==> config.mk <==
export PLATFORM = sky130hd
export DESIGN_NAME = program_stack_sequencer
export DESIGN_NICKNAME = d
export VERILOG_FILES = /design/src/rtl/program_stack_sequencer.sv
export SDC_FILE = /design/constraint.sdc
export NUM_CORES = 1
export LEC_CHECK = 0
export CORE_MARGIN = 8
export CORE_UTILIZATION = 25
export DETAILED_ROUTE_END_ITERATION = 12
export GPL_ROUTABILITY_DRIVEN = 0
export GPL_TIMING_DRIVEN = 1
export HOLD_SLACK_MARGIN = 0.15
export PLACE_DENSITY = 0.51
export SETUP_SLACK_MARGIN = 0.02
export SYNTH_ARGS = -nofsm -noshare
export SYNTH_HDL_FRONTEND = slang
export SYNTH_SLANG_ARGS = --single-unit
==> constraint.sdc <==
create_clock -name clock -period 3.1 [get_ports clock]
set_input_delay 0.775 -clock clock [delete_from_list [all_inputs] [get_ports clock]]
set_output_delay 0.775 -clock clock [all_outputs]
set_load 0.005 [all_outputs]
==> src/rtl/program_stack_sequencer.sv <==
// program_stack_sequencer: turns stack commands into single-cycle push/pop strobes and tracks occupancy.
// Define PROGRAM_STACK_SEQ_EXT_OPS_EN to build SWAP/OVER sequencing; otherwise those ops are rejected.
//
// state | meaning
// IDLE  | ready for a command
// S1-S4 | access steps, at most one strobe each (S2-S4 only with extended ops)
// RESP  | one-cycle response
// FAULT | stack error seen; held until reset
module program_stack_sequencer #(
    parameter int WIDTH       = 18,
    parameter int STACK_DEPTH = 64,
    localparam int DEPTH_W    = $clog2(STACK_DEPTH + 1)
) (
    input  logic               clock,
    input  logic               reset,
    input  logic               cmd_valid,
    input  logic [2:0]         cmd_op,
    input  logic [WIDTH-1:0]   cmd_data,
    output logic               cmd_ready,
    output logic               rsp_valid,
    output logic [WIDTH-1:0]   rsp_data,
    output logic               rsp_err,
    output logic               fault,
    output logic [DEPTH_W-1:0] depth,
    input  logic [WIDTH-1:0]   stk_top,
    input  logic               stk_empty,
    input  logic               stk_err,
    output logic [WIDTH-1:0]   stk_data,
    output logic               stk_push,
    output logic               stk_pop
);

    localparam logic [2:0] OP_NOP  = 3'd0;
    localparam logic [2:0] OP_PUSH = 3'd1;
    localparam logic [2:0] OP_POP  = 3'd2;
    localparam logic [2:0] OP_DUP  = 3'd3;
    localparam logic [2:0] OP_DROP = 3'd4;
    localparam logic [2:0] OP_SWAP = 3'd5;
    localparam logic [2:0] OP_OVER = 3'd6;
    localparam logic [2:0] OP_PEEK = 3'd7;

    typedef enum logic [2:0] {
        IDLE,
        S1,
        RESP,
        FAULT
`ifdef PROGRAM_STACK_SEQ_EXT_OPS_EN
        , S2,
        S3,
        S4
`endif
    } state_t;

    state_t             state_q, state_d;
    logic [2:0]         op_q;
    logic [WIDTH-1:0]   data_q;
    logic [WIDTH-1:0]   a_q;
    logic               err_q;
    logic [DEPTH_W-1:0] depth_q;
    logic               accept, reject, latch_a;
    logic               need_one, need_two, need_room, ext_ok, cmd_legal;
`ifdef PROGRAM_STACK_SEQ_EXT_OPS_EN
    logic [WIDTH-1:0]   b_q;
    logic               latch_b;
`endif

    assign depth = depth_q;

    // Legality is judged purely on tracked occupancy so a rejected command never touches the stack.
    always_comb begin
        need_one  = (cmd_op == OP_POP) || (cmd_op == OP_DROP) || (cmd_op == OP_DUP) || (cmd_op == OP_PEEK);
        need_two  = (cmd_op == OP_SWAP) || (cmd_op == OP_OVER);
        need_room = (cmd_op == OP_PUSH) || (cmd_op == OP_DUP) || (cmd_op == OP_OVER);
`ifdef PROGRAM_STACK_SEQ_EXT_OPS_EN
        ext_ok = 1'b1;
`else
        ext_ok = !need_two;
`endif
        cmd_legal = ext_ok
                 && !(need_one && (depth_q == '0))
                 && !(need_two && (depth_q < DEPTH_W'(2)))
                 && !(need_room && (depth_q == DEPTH_W'(STACK_DEPTH)));
    end

    always_comb begin
        state_d   = state_q;
        cmd_ready = 1'b0;
        rsp_valid = 1'b0;
        rsp_data  = '0;
        rsp_err   = 1'b0;
        fault     = 1'b0;
        stk_data  = '0;
        stk_push  = 1'b0;
        stk_pop   = 1'b0;
        accept    = 1'b0;
        reject    = 1'b0;
        latch_a   = 1'b0;
`ifdef PROGRAM_STACK_SEQ_EXT_OPS_EN
        latch_b   = 1'b0;
`endif
        case (state_q)
            IDLE: begin
                cmd_ready = 1'b1;
                if (cmd_valid) begin
                    accept  = 1'b1;
                    reject  = !cmd_legal;
                    state_d = (reject || cmd_op == OP_NOP || cmd_op == OP_PEEK) ? RESP : S1;
                end
            end
            S1: begin
                state_d = RESP;
                case (op_q)
                    OP_PUSH: begin stk_push = 1'b1; stk_data = data_q; end
                    OP_POP:  begin stk_pop = 1'b1; latch_a = 1'b1; end
                    OP_DUP:  begin stk_push = 1'b1; stk_data = stk_top; end
                    OP_DROP: stk_pop = 1'b1;
`ifdef PROGRAM_STACK_SEQ_EXT_OPS_EN
                    OP_SWAP, OP_OVER: begin stk_pop = 1'b1; latch_a = 1'b1; state_d = S2; end
`endif
                    default: ;
                endcase
            end
`ifdef PROGRAM_STACK_SEQ_EXT_OPS_EN
            S2: begin
                latch_b = 1'b1;
                state_d = S3;
                if (op_q == OP_SWAP) stk_pop = 1'b1;
                else begin stk_push = 1'b1; stk_data = a_q; end
            end
            S3: begin
                stk_push = 1'b1;
                if (op_q == OP_SWAP) begin stk_data = a_q; state_d = S4; end
                else begin stk_data = b_q; state_d = RESP; end
            end
            S4: begin
                stk_push = 1'b1;
                stk_data = b_q;
                state_d  = RESP;
            end
`endif
            RESP: begin
                rsp_valid = 1'b1;
                rsp_err   = err_q;
                if (!err_q && (op_q == OP_POP || op_q == OP_PEEK)) rsp_data = a_q;
                state_d = IDLE;
            end
            FAULT: fault = 1'b1;
            default: state_d = IDLE;
        endcase
        if (stk_err || (state_q == IDLE && stk_empty && depth_q != '0)) state_d = FAULT;
    end

    always_ff @(posedge clock) begin
        if (reset) begin
            state_q <= IDLE;
            op_q    <= OP_NOP;
            data_q  <= '0;
            a_q     <= '0;
            err_q   <= 1'b0;
            depth_q <= '0;
`ifdef PROGRAM_STACK_SEQ_EXT_OPS_EN
            b_q     <= '0;
`endif
        end else begin
            state_q <= state_d;
            // Capturing the top at accept doubles as the PEEK result.
            if (accept) begin
                op_q   <= cmd_op;
                data_q <= cmd_data;
                err_q  <= reject;
                a_q    <= stk_top;
            end else if (latch_a) begin
                a_q <= stk_top;
            end
`ifdef PROGRAM_STACK_SEQ_EXT_OPS_EN
            if (latch_b) b_q <= stk_top;
`endif
            if (stk_push) depth_q <= depth_q + DEPTH_W'(1);
            else if (stk_pop) depth_q <= depth_q - DEPTH_W'(1);
        end
    end

endmodule

==> results of run 1 <==
## timing repair
action,CTS,global route
resized for setup,0,15
setup buffers,0,1
endpoints found under the setup margin,0,18
## report_power, final
part           switching, mW  internal [mW]  leakage (nW)  total, mW
clock network          0.211          0.235        0.0540      0.446
registers             0.0302          0.669         0.401      0.700
logic                  0.154          0.154         0.971      0.308
total                  0.395           1.06          1.43       1.45
## cells by family after synthesis
| family | share of synthesized area, % |
|---|---|
| flops | 39.4 |
| mux | 2.01 |
| simple gates | 27.8 |
| buf+inv | 4.52 |
| fa+ha+maj | 3.32 |
| xor+xnor | 2.11 |
| compound gates | 20.8 |
## synth_stat cells (2+ instances only)
master | instances | area share [%]
nand2_1 | 81 | 12
dfxtp_1 | 49 | 39
a21oi_1 | 44 | 8.8
nor2_1 | 31 | 4.7
and2_1 | 19 | 4.8
a22oi_1 | 18 | 5.4
clkbuf_1 | 11 | 1.7
inv_1 | 7 | 1.1
buf_2 | 5 | 1.0
ha_1 | 5 | 2.5
mux2i_1 | 5 | 2.0
o21ai_0 | 5 | 1.0
a31oi_1 | 3 | 0.75
xnor2_1 | 3 | 1.1
xor2_1 | 3 | 1.1
a211oi_1 | 2 | 0.60
a21o_1 | 2 | 0.60
a311o_1 | 2 | 0.80
and3_1 | 2 | 0.50
nand2b_1 | 2 | 0.50
nor3_1 | 2 | 0.40
## sequential cells by signal, summed over array words and instances, names as in the netlist
name / count
depth: 7
state_q: 2
data_q: 18
a_q: 18
err_q: 1
op_q: 3
## layer usage
layer / global-route usage (%) / routed length [um] / up-vias / share of wire (%)
li1: - / - / 1284 / -
met4: 3.20 / 60 / 0 / 0.73
met3: 2.97 / 494 / 5 / 6.0
met2: 21.1 / 4200 / 55 / 51
met1: 13.6 / 3450 / 1157 / 42
met5: 0 / 0 / - / 0
## stage by stage
stage	setup WS (ns)	hold WS [ns]	utilization, %
finish	0.115	0.449	38.2
global route	0.0173	0.466	38.2
CTS	0.0766	0.453	37.7
detailed placement	0.314	0.440	36.6
global placement	0.331	0.434	36.6
floorplan	0.727	0.427	-
## critical path, cell delays in order (launching register included)
cell	delay, ns
dfxtp_4	0.37
and2b_2	0.25
o21ai_2	0.08
nor4b_4	0.27
buf_4	0.17
buf_6	0.12
and2_1	0.12
clkdlybuf4s50_1	0.54
## final cells by class
class	count	area [um^2]	area share, %
clock inverter	2	35.0	0.943
tap	133	166	4.48
sequential	49	986	26.5
multi-input combinational	249	1410	37.8
timing repair buffer	104	1020	27.6
inverter	8	30.0	0.808
clock buffer	5	68.8	1.85
## how the worst max path moves through the flow
stage,endpoint,slack (ns),depth (start not counted)
after detailed placement,stk_data[1],0.31,4
after global routing,rsp_data[17],0.02,7
after CTS,rsp_data[17],0.08,6
after global placement,stk_data[1],0.33,4
after floorplan,depth[6],0.73,9
final,rsp_data[17],0.12,7
==> results.toml, run 1 <==
[run_status]
status = "completed"

[worst_setup_path]
reg2regPathDepth = 9
regToRegEndpoint = "depth[6]"
crit_path_max_fanout = 6
path_class = "reg2out"
worst_setup_path_start_kind = "register"
ff2ff_setup_slack_ns = 0.62
critPathRequiredTime_ns = 2.32
crit_arrival_ns = 2.21
cp-startpoint = "state_q[0]"
cp-end-kind = "output port"
timing.rr.start = "op_q[0]"

[detailed_routing]
wirelength_um = 8210
route.detailed.drc = 0
drtAntennaViolNets = 0
dr_total_vias = 2501
firstDrtPassIters = 4
wl_per_cell_um = 14.9
drt-initial-drc-count = 88
via_per_inst = 4.55

[clock_tree]
clk_latency_ns = 0.29
htreeDepth = 2
clock-root-buffer = "clkbuf_8"
cts_buffers = 5
cts_tree = "built"
clock_sinks = 49
clockBufferDepth = 2
hold_buffers = 0
clk_pin_slew_worst_paths_ns = 0.09

[layout]
fillers = 1055
antenna_cells = 0
stdcell_count = 550
postLayoutCellArea_um2 = 3710
drive_gt1_share_pct = 8.63
final_common_cell = "clkdlybuf4s50_1"
syn_to_final_growth_pct = 49.3
nets = 467
final_cell_mix = "clkdlybuf4s50_1, nand2_1, dfxtp_1, a21oi_1, nor2_1"

[die]
num_rows = 36
die_width_um = 116
initial_core_util_pct = 25.6
fp.coreArea_um2 = 9730
die_h_um = 116
io_pins = 93
die_area_um2 = 13400

[synthesis]
ys.flop_type = "dfxtp_1"
synth_cell_types = 45
yosysSeqAreaShare_pct = 39.4
netlist_instances = 325
avgSynthCellArea_um2 = 7.66
ys_async_sr_fraction_pct = 0
synth_seq_cells = 49
netlist_area_um2 = 2490
yosys_warnings = 0
synth_edf_count = 0
syn_nets = 375

[timing]
fmax_mhz = 335
clock_skew_ns = 0.00128
finalHoldViolCount = 0
tightest_slew_ns = 0.721
slew_headroom_pct = 51.9
rsz0062_at_grt = "no"
finalMaxSlewViolations = 0
setup_viol = 0
min_period_ns = 2.98
tns_ns = 0
final.period_utilization_pct = 96.3

[power]
power_mw = 1.45
peakVddDrop_mv = 0.248
leakage_nw = 1.43
power_density_nw_per_um2 = 391

[place]
io_buffers = 92
place.detailed.hpwl_um = 5970
dp.cells = 540
placed_area_um2 = 3560

[worst_hold_path]
min_path_type = "reg2reg"
min_from = "a_q[11]"
hold_depth = 2
hold_end = "a_q[11]"

[global_routing]
grt_pass1_vias = 2492
overflow = 0
grt_pass1_wl_um = 12600
grt.total_usage_pct = 11.8
grt_max_degree = 37
antenna_found_initial = 0

[run]
maxCapViolations = 0
Power figures use the tool's default switching activity.
==> run 2: changes to the inputs <==
Settings changed: CORE_MARGIN 8 to 2.
==> run 2 against run 1 <==
- maximum frequency increased by 0.20%
- highest routed layer unchanged
- critical path type unchanged
- clock power increased by 9.6%
- combinational power about the same
- largest power group unchanged
==> results.toml, run 2 (synthesized netlist as in run 1, its figures left out) <==
[layout]
syn_to_final_growth_pct = 48.7
drive_gt1_share_pct = 8.17
antenna_cells = 0
nets = 465
fillers = 1056
final_common_cell = "clkdlybuf4s50_1"
final_cell_mix = "clkdlybuf4s50_1, nand2_1, dfxtp_1, a21oi_1, nor2_1"
postLayoutCellArea_um2 = 3700
stdcell_count = 549

[place]
io_buffers = 92
dp.cells = 538
placed_area_um2 = 3550
place.detailed.hpwl_um = 5430

[timing]
holdWs_ns = 0.449
rsz0062_at_grt = "no"
fmax_mhz = 336
min_period_ns = 2.98
slew_headroom_pct = 52.8
clock_skew_ns = 0.00839
finalMaxSlewViolations = 0
tightest_slew_ns = 0.708
finalHoldViolCount = 0
setup_viol = 0
final.period_utilization_pct = 96.1
tns_ns = 0

[power]
leakage_nw = 1.34
power_density_nw_per_um2 = 404
power_mw = 1.49
peakVddDrop_mv = 0.191

[global_routing]
grt_max_degree = 32
overflow = 0
grt_pass1_vias = 2435
grt_pass1_wl_um = 12500
grt.total_usage_pct = 14.3
antenna_found_initial = 0

[detailed_routing]
dr_total_vias = 2540
wl_met1_um = 3490
firstDrtPassIters = 4
route.detailed.drc = 0
dr.max_layer_used = "met4"
wl_per_cell_um = 14.2
dr_wl_met2_um = 3890
wirelength_um = 7820
via_per_inst = 4.63
drt-initial-drc-count = 107
drtAntennaViolNets = 0
wl_met3_um = 332

[worst_setup_path]
crit_path_max_fanout = 9
critPathRequiredTime_ns = 2.32
worst_setup_path_start_kind = "register"
cp-end-kind = "output port"
crit_arrival_ns = 2.20
path_class = "reg2out"

[die]
fp.coreArea_um2 = 9730
die_width_um = 104
num_rows = 36
die_h_um = 104
initial_core_util_pct = 25.6
die_area_um2 = 10800
io_pins = 93

[run]
maxCapViolations = 0

[clock_tree]
clock_sinks = 49
clock-root-buffer = "clkbuf_8"
clockBufferDepth = 2
cts_tree = "built"
htreeDepth = 2
clk_pin_slew_worst_paths_ns = 0.09
cts_buffers = 5
clk_latency_ns = 0.31

[run_status]
status = "completed"

[worst_hold_path]
min_path_type = "reg2reg"
run 2: changes by cell type in the layout (fill, tap and decap cells not counted):
cell	delta
clkinv_2	-1
clkdlybuf4s50_1	+4
clkbuf_8	+1
dfxtp_2	+1
buf_4	-2
clkinvlp_4	+1
dlymetal6s2s_1	-4
o21ai_2	-1
o21ai_1	+1
dfxtp_4	-1
run 2: per-stage QoR:
stage,util (%),setup slack (ns)
2_1_floorplan,-,0.727
3_3_place_gp,36.4,0.350
3_5_place_dp,36.4,0.338
4_1_cts,37.7,0.0743
5_1_grt,38.0,0.0274
6_report,38.0,0.121
run 2: per-layer routing:
layer | vias up | global-route usage (%)
li1 | 1278 | -
met1 | 1185 | 17.7
met2 | 68 | 25.0
met3 | 9 | 2.89
met4 | 0 | 4.15
met5 | - | 0
run 2: timing repair:
item	4_1_cts	5_1_grt
setup buffers	0	1
gates resized for setup	0	9
hold buffers	0	0
setup endpoints to repair	0	18
run 2: path summary, 6_finish.rpt:
| check | start | end | slack [ns] | depth (start not counted) |
|---|---|---|---|---|
| worst min register to register | a_q[13] | a_q[13] | 0.45 | 2 |
| worst max-delay path | state_q[0] | rsp_data[11] | 0.12 | 7 |
| worst max register to register | op_q[0] | depth[6] | 0.41 | 9 |
| worst min-delay path | a_q[13] | a_q[13] | 0.45 | 2 |
run 2: cell type report:
| class | count | area (um^2) | area share (%) |
|---|---|---|---|
| Clock inverter | 2 | 37.5 | 1.01 |
| Timing Repair Buffer | 102 | 998 | 27.0 |
| Multi-Input combinational cell | 249 | 1400 | 37.9 |
| Clock buffer | 6 | 82.6 | 2.23 |
| Tap cell | 133 | 166 | 4.50 |
| Sequential cell | 49 | 983 | 26.6 |
| Inverter | 8 | 30.0 | 0.812 |
run 2: critical path, stage by stage, from the launching register on:
cell	delay (ns)
dfxtp_2	0.35
and2b_2	0.23
o21ai_1	0.10
nor4b_4	0.27
buf_4	0.17
buf_6	0.14
and2_1	0.13
clkdlybuf4s50_1	0.50
run 2: where the power goes:
part / internal, mW / switching [mW] / total [mW]
clock: 0.263 / 0.226 / 0.489
sequential: 0.670 / 0.0292 / 0.699
combinational: 0.152 / 0.154 / 0.307
total: 1.08 / 0.410 / 1.49
==> run 3: changes to the inputs <==
Settings changed: CTS_CLUSTER_SIZE set to 40.
==> results of run 3 <==
Final layout, timing and power as in run 2 (identical DEF).
